==> config.mk <==
export PLATFORM = sky130hd
export DESIGN_NAME = fetch_flush_ctrl
export DESIGN_NICKNAME = d
export VERILOG_FILES = /design/src/rtl/fetch_pkg.sv /design/src/rtl/pc_fifo.sv /design/src/rtl/fetch_flush_ctrl.sv
export SDC_FILE = /design/constraint.sdc
export NUM_CORES = 1
export LEC_CHECK = 0
export CAP_MARGIN = 15
export CORE_MARGIN = 1.5
export CORE_UTILIZATION = 54
export CTS_CLUSTER_DIAMETER = 40
export DETAILED_ROUTE_END_ITERATION = 8
export GPL_TIMING_DRIVEN = 0
export PLACE_DENSITY = 0.85
export REMOVE_ABC_BUFFERS = 1
export SKIP_CTS_REPAIR_TIMING = 1
export SYNTH_ARGS = -nofsm -noshare
export SYNTH_HDL_FRONTEND = slang
export SYNTH_HIERARCHICAL = 1
export SYNTH_SLANG_ARGS = --single-unit
==> constraint.sdc <==
create_clock -name clk -period 14.2 [get_ports clk]
set_input_delay 2.84 -clock clk [delete_from_list [all_inputs] [get_ports clk]]
set_output_delay 2.84 -clock clk [all_outputs]
set_load 0.01 [all_outputs]
==> src/rtl/fetch_pkg.sv <==
// Shared types and constants for the fetch/flush front-end slice.
package fetch_pkg;

    typedef enum logic [1:0] {
        IDLE  = 2'd0,
        RUN   = 2'd1,
        DRAIN = 2'd2
    } fetch_state_t;

    localparam logic [31:0] RESET_PC = 32'h1eceb000;

    typedef logic [31:0] pc_t;

endpackage

==> src/rtl/pc_fifo.sv <==
// In-order FIFO holding the PC of every outstanding imem request.
// Its head is the PC that belongs to the next response.
module pc_fifo
    import fetch_pkg::*;
#(
    parameter int DEPTH = 4
) (
    input  logic        clk,
    input  logic        rst_n,
    input  logic        push,
    input  logic [31:0] push_pc,
    input  logic        pop,
    output logic [31:0] head,
    output logic        full,
    output logic        empty
);

    localparam int AW = $clog2(DEPTH);

    pc_t          mem_q [DEPTH];
    logic [AW:0]  wr_ptr_q, wr_ptr_d;
    logic [AW:0]  rd_ptr_q, rd_ptr_d;
    logic         do_push, do_pop;

    // The extra pointer bit tells full from empty when the index bits match.
    assign empty   = (wr_ptr_q == rd_ptr_q);
    assign full    = (wr_ptr_q[AW] != rd_ptr_q[AW]) &&
                     (wr_ptr_q[AW-1:0] == rd_ptr_q[AW-1:0]);
    assign do_push = push && !full;
    assign do_pop  = pop && !empty;
    assign wr_ptr_d = wr_ptr_q + {{AW{1'b0}}, do_push};
    assign rd_ptr_d = rd_ptr_q + {{AW{1'b0}}, do_pop};
    assign head    = mem_q[rd_ptr_q[AW-1:0]];

    always_ff @(posedge clk or negedge rst_n) begin
        if (!rst_n) begin
            wr_ptr_q <= '0;
            rd_ptr_q <= '0;
        end else begin
            wr_ptr_q <= wr_ptr_d;
            rd_ptr_q <= rd_ptr_d;
        end
    end

    always_ff @(posedge clk) begin
        if (do_push) begin
            mem_q[wr_ptr_q[AW-1:0]] <= push_pc;
        end
    end

endmodule

==> src/rtl/fetch_flush_ctrl.sv <==
// Fetch request sequencer: issues imem requests against IQ credit and, on a
// committed mispredict, redirects the PC and silently drops stale responses.
module fetch_flush_ctrl
    import fetch_pkg::*;
#(
    parameter int          MAX_OUT  = 4,
    parameter logic [31:0] RESET_PC = fetch_pkg::RESET_PC,
    parameter int          IQ_CW    = 4
) (
    input  logic                           clk,
    input  logic                           rst,
    input  logic                           rob_valid,
    input  logic                           rob_ready,
    input  logic                           flush_branch,
    input  logic [31:0]                    flush_pc,
    output logic                           imem_rqst,
    output logic [31:0]                    imem_addr,
    input  logic                           imem_resp,
    input  logic [31:0]                    imem_rdata,
    input  logic [IQ_CW-1:0]               iq_free,
    output logic                           iq_valid,
    output logic [31:0]                    iq_inst,
    output logic [31:0]                    iq_pc,
    output logic                           move_flush,
    output logic [1:0]                     dbg_state,
    output logic [$clog2(MAX_OUT+1)-1:0]   dbg_out_cnt,
    output logic [$clog2(MAX_OUT+1)-1:0]   dbg_drop_cnt
);

    localparam int CW = $clog2(MAX_OUT + 1);
    localparam int MW = (CW > IQ_CW) ? CW : IQ_CW;

    fetch_state_t   state_q, state_d;
    logic [31:0]    pc_q, pc_d;
    logic [CW-1:0]  out_cnt_q, out_cnt_d;
    logic [CW-1:0]  drop_cnt_q, drop_cnt_d;
    logic [CW-1:0]  live, flush_drop;
    logic           flush_take, flush_en, issue;
    logic [31:0]    fifo_head;
    logic           fifo_full, fifo_empty;

    // Handshake: imem_rqst is a one-cycle pulse the memory always accepts;
    // imem_resp returns at most one in-order response per cycle; iq_valid
    // is a pulse that the IQ accepts because issue is bounded by iq_free.
    assign flush_take = rob_valid & rob_ready & flush_branch;
    assign flush_en   = flush_take && (state_q != IDLE);
    assign live       = out_cnt_q - drop_cnt_q;
    // A response landing in the flush cycle is dropped and already popped.
    assign flush_drop = out_cnt_q - CW'(imem_resp);
    assign issue      = (state_q != IDLE) && !flush_take && !fifo_full &&
                        (out_cnt_q < CW'(MAX_OUT)) && (MW'(live) < MW'(iq_free));

    always_ff @(posedge clk or negedge rst) begin
        if (!rst) begin
            state_q    <= IDLE;
            pc_q       <= RESET_PC;
            out_cnt_q  <= '0;
            drop_cnt_q <= '0;
        end else begin
            state_q    <= state_d;
            pc_q       <= pc_d;
            out_cnt_q  <= out_cnt_d;
            drop_cnt_q <= drop_cnt_d;
        end
    end

    always_comb begin
        state_d    = state_q;
        pc_d       = pc_q;
        drop_cnt_d = drop_cnt_q;
        out_cnt_d  = out_cnt_q + CW'(issue) - CW'(imem_resp);
        case (state_q)
            IDLE: state_d = RUN;
            RUN, DRAIN: begin
                if (flush_en) begin
                    pc_d       = flush_pc;
                    drop_cnt_d = flush_drop;
                    state_d    = (flush_drop != '0) ? DRAIN : RUN;
                end else begin
                    if (issue) begin
                        pc_d = pc_q + 32'd4;
                    end
                    if (state_q == DRAIN && imem_resp) begin
                        drop_cnt_d = drop_cnt_q - CW'(1);
                        if (drop_cnt_q == CW'(1)) begin
                            state_d = RUN;
                        end
                    end
                end
            end
            default: state_d = IDLE;
        endcase
    end

    always_comb begin
        imem_rqst    = issue;
        imem_addr    = pc_q;
        move_flush   = flush_en;
        iq_valid     = imem_resp && !fifo_empty && (drop_cnt_q == '0) && !flush_take;
        iq_inst      = imem_rdata;
        iq_pc        = fifo_head;
        dbg_state    = state_q;
        dbg_out_cnt  = out_cnt_q;
        dbg_drop_cnt = drop_cnt_q;
    end

    pc_fifo #(
        .DEPTH (MAX_OUT)
    ) u_pc_fifo (
        .clk     (clk),
        .rst_n   (rst),
        .push    (issue),
        .push_pc (pc_q),
        .pop     (imem_resp),
        .head    (fifo_head),
        .full    (fifo_full),
        .empty   (fifo_empty)
    );

    resp_needs_outstanding: assert property (
        @(posedge clk) disable iff (!rst) !(imem_resp && out_cnt_q == '0)
    );

endmodule
==> results list <==
- Relative contribution of sequential cells to total power: 39.2%
- Routability congestion estimate from global placement: 0.852
- Final cell utilization of the core: between 60% and 70%
- Power per unit of standard cell area: between 200 and 300 nW/um^2
* Number of fill cells: 973
- Minimum setup slack after placement: 5.80 ns
* Total die area: about 15000 sq um
- The run finished with clean final reports.
* Overall Global Routing Usage: 25.1%
- Placed cell count: between 700 and 800
* VDD IR-drop max: roughly 0.00015 V
* Synth area leaders: sky130_fd_sc_hd__edfxtp_1 48%, sky130_fd_sc_hd__dfrtp_1 11%, sky130_fd_sc_hd__mux4_2 8.2%
- Fraction of registers with async set/reset: 26.4%
* Total number of vias: just over 5000
- Synth top area share: 48.4%
* Die extent in x: 124 um
- Routed length per instance: about 23 um
- Total number of clock tree sinks: ~170
- Crit path kind: in2out
- Counting instances, the worst hold path has a depth of 1.
- Net switching is a little over a third of the power.
- The cell count after synthesis came out at ~540.
* Antenna viol nets, final: 0
- Once the floorplan was initialized, standard cells occupied a little under three fifths of the core.
- The endpoint identified for the worst register-to-register timing path is u_pc_fifo/mem_q[0][20].
- Summed over all cells, the static leakage comes to 3.44 nW.
- Top-level port count: 181
- First-pass GRT wire length: 29400 um
* Switching component of the power: 902 uW
- No sink is reached through more buffers than the 2 on the longest clock path.
* CTS Root Cell: sky130_fd_sc_hd__clkbuf_16
* Logic pwr share: between 40% and 50%
- Once layout is complete, the cells apart from fillers number 819.
- DRT Wirelength: 19000 um
* CTS clk-pin slew, worst paths: 0.06 ns
* Critical register-to-register path startpoint: u_pc_fifo/rd_ptr_q[1]
* Final critical-path share of the clock period: between 50% and 60%
* Buffers added on ports: 116
- Worst-Skew Late Latency: 0.43 ns
* Clock group share of total power: 19.2%
* Final sum of negative setup slack: 0 ns
- The library cells used most frequently in the layout, excluding fill and tap cells, are 128 x sky130_fd_sc_hd__edfxtp_1, 115 x sky130_fd_sc_hd__clkdlybuf4s50_1, 40 x sky130_fd_sc_hd__a21oi_1.
- Across the run, the number of max-cap violations was 0.
- Sequential cells were found to cover approximately 63% of the synthesized design area.
- Slew of the pin with the lowest slew margin: 1.09 ns
- Number of failing setup endpoints in the final timing report: 0
- Once detailed placement completed, the half-perimeter wirelength came to 12300 um.
- In the routed design, unresolved DRC markers number 0.
* Crit path DAT: 5.62 ns
* Layout-stage area growth over the synthesis result: 23.3%
* Worst max-slew margin expressed relative to the limit: between 20% and 30%
- The die is 124 um tall.
- Avg Synthesized Cell Area: about 15 sq um
- STA classifies the critical path startpoint as a primary input.
- In the final design database the tool counted 716 nets.
- Number of inserted diodes: 0
- Post-synth EDFFs: 128
* Maximum clock frequency: between 0.1 and 0.15 GHz
- Type of the most critical hold path: reg2reg
* Summed instance area of the synthesized netlist: 7940 sq um
* Unrepaired setup endpoints after global routing: false
* Flops & latches, synth: 174
* Endpoint required time on the critical path: roughly 11 ns
* Pin count of the biggest net entering global routing: 40
- Via count of the first global-routing pass: 5185
- For the final database, setup skew stands at 0.0233 ns.
- Detailed-router iteration count before antenna repair: 6
* Shortest period the worst path allows: 8.46 ns
* Clock tree from TritonCTS: yes
- Counting cells, the worst reg-to-reg path comes to 8.
- Post-DR vias/cell: approximately 6.2
- Yosys warnings: 6
- The final number of max-transition violations is 0.
- H-tree levels: 4
- Clock tree synthesis inserted a total of 17 buffers.
- Std-Cell Rows: 44
* Worst Hold Endpoint: u_pc_fifo/wr_ptr_q[2]
* Cell Int Power: 1.62 mW
- Core Box Area: roughly 14000 sq um
- The worst register-to-register path has a setup slack of about 9.4 ns.
* Final setup margin: 5.74 ns
- Count of unique library cells instantiated by Yosys: 60
- The number of antenna violations at the first check in global routing is 0.
- The worst hold path begins at u_pc_fifo/wr_ptr_q[2].
- The hold violation total from the final report was 0.
- Critical Path End Type: primary output
- After the first detailed-routing iteration, the DRC count stood at between 600 and 700.
- In the synthesized netlist the dominant register cell turns out to be sky130_fd_sc_hd__edfxtp_1.
* Grt ovf: 0
* Most common cell after layout, fill and taps aside: sky130_fd_sc_hd__edfxtp_1
* Share of cells above drive strength 1: between 10% and 20%
* Area leader, netlist: sky130_fd_sc_hd__edfxtp_1
* Crit Path Max Fanout: 39
-- power groups by stage --
stage               sequential (mW)  combinational [mW]  clock (mW)
floorplan                     0.983               0.489           0
global placement               1.01               0.888           0
detailed placement            0.994                1.01           0
CTS                           0.987                1.03       0.489
global route                   1.01                1.11       0.508
finish                        0.987                1.05       0.482
-- sequential cells by signal (all words and copies together) (netlist names) --
| register | cells |
|---|---|
| imem_addr | 32 |
| u_pc_fifo/wr_ptr_q | 3 |
| dbg_state | 2 |
| u_pc_fifo/rd_ptr_q | 3 |
| u_pc_fifo/mem_q | 128 |
| dbg_out_cnt | 3 |
| dbg_drop_cnt | 3 |
-- cell usage after synthesis, drive strengths merged (3+ instances only) --
cell / instances
a21oi: 41
a22oi: 3
a2bb2oi: 13
a31oi: 7
and3: 8
and4: 3
buf: 51
clkbuf: 10
dfrtp: 34
dfstp: 12
edfxtp: 128
ha: 18
inv: 17
mux2: 3
mux4: 32
nand2: 23
nand3: 16
nand4: 16
nor2: 19
nor3: 4
o21ai: 21
o22a: 5
o22ai: 9
xnor2: 4
xor2: 8
-- metal layers --
layer  part of all wire (%)  track usage (%)  up-vias  routed length, um
li1                       -                -     2243                  -
met1                     40             34.0     2507               7690
met2                     48             38.7      331               9070
met3                     10             8.81       32               1980
met4                    1.4             7.17        0                262
met5                      0             1.63        -                  0
-- worst max path at each step --
stage	from	end	slack, ns	depth (start not counted)
floorplan	flush_branch	move_flush	6.31	3
global placement	flush_branch	move_flush	4.23	5
detailed placement	flush_branch	move_flush	5.80	6
CTS	flush_branch	move_flush	5.79	6
global route	flush_branch	move_flush	5.61	6
finish	flush_branch	move_flush	5.74	6
-- per-stage QoR --
| step | hold WS [ns] | cell area [sq um] | power [mW] |
|---|---|---|---|
| floorplan | 0.460 | 7510 | 1.47 |
| global placement | 0.476 | 8900 | 1.90 |
| detailed placement | 0.484 | 9150 | 2.00 |
| CTS | 0.501 | 9770 | 2.50 |
| global route | 0.506 | 9800 | 2.64 |
| finish | 0.503 | 9800 | 2.52 |
-- kinds of logic after synthesis --
family,share of synthesized area [%]
and+or+nand+nor,7.04
AOI/OAI and AO/OA,9.15
DFF,63.1
adders and majority gates,3.34
muxes,9.77
xor gates and xnor gates,1.32
buffers and inverters,6.29
-- cell type report --
cell class,instances,area [sq um],share of cell area [%]
Tap cell,184,230,2.35
Inverter,18,67.6,0.690
Multi-Input combinational cell,285,2500,25.5
Sequential cell,174,5010,51.2
Clock buffer,18,439,4.48
Timing Repair Buffer,126,1370,14.0
Clock inverter,14,178,1.81
-- worst max-delay path, stage by stage --
cell and delay (ns):
sky130_fd_sc_hd__clkdlybuf4s50_1 0.41, sky130_fd_sc_hd__and3_1 0.23, sky130_fd_sc_hd__nand2b_2 0.45, sky130_fd_sc_hd__buf_16 0.26
sky130_fd_sc_hd__clkinv_1 0.69, sky130_fd_sc_hd__clkdlybuf4s50_1 0.71
Note: power is estimated with default switching activity, not from simulation.
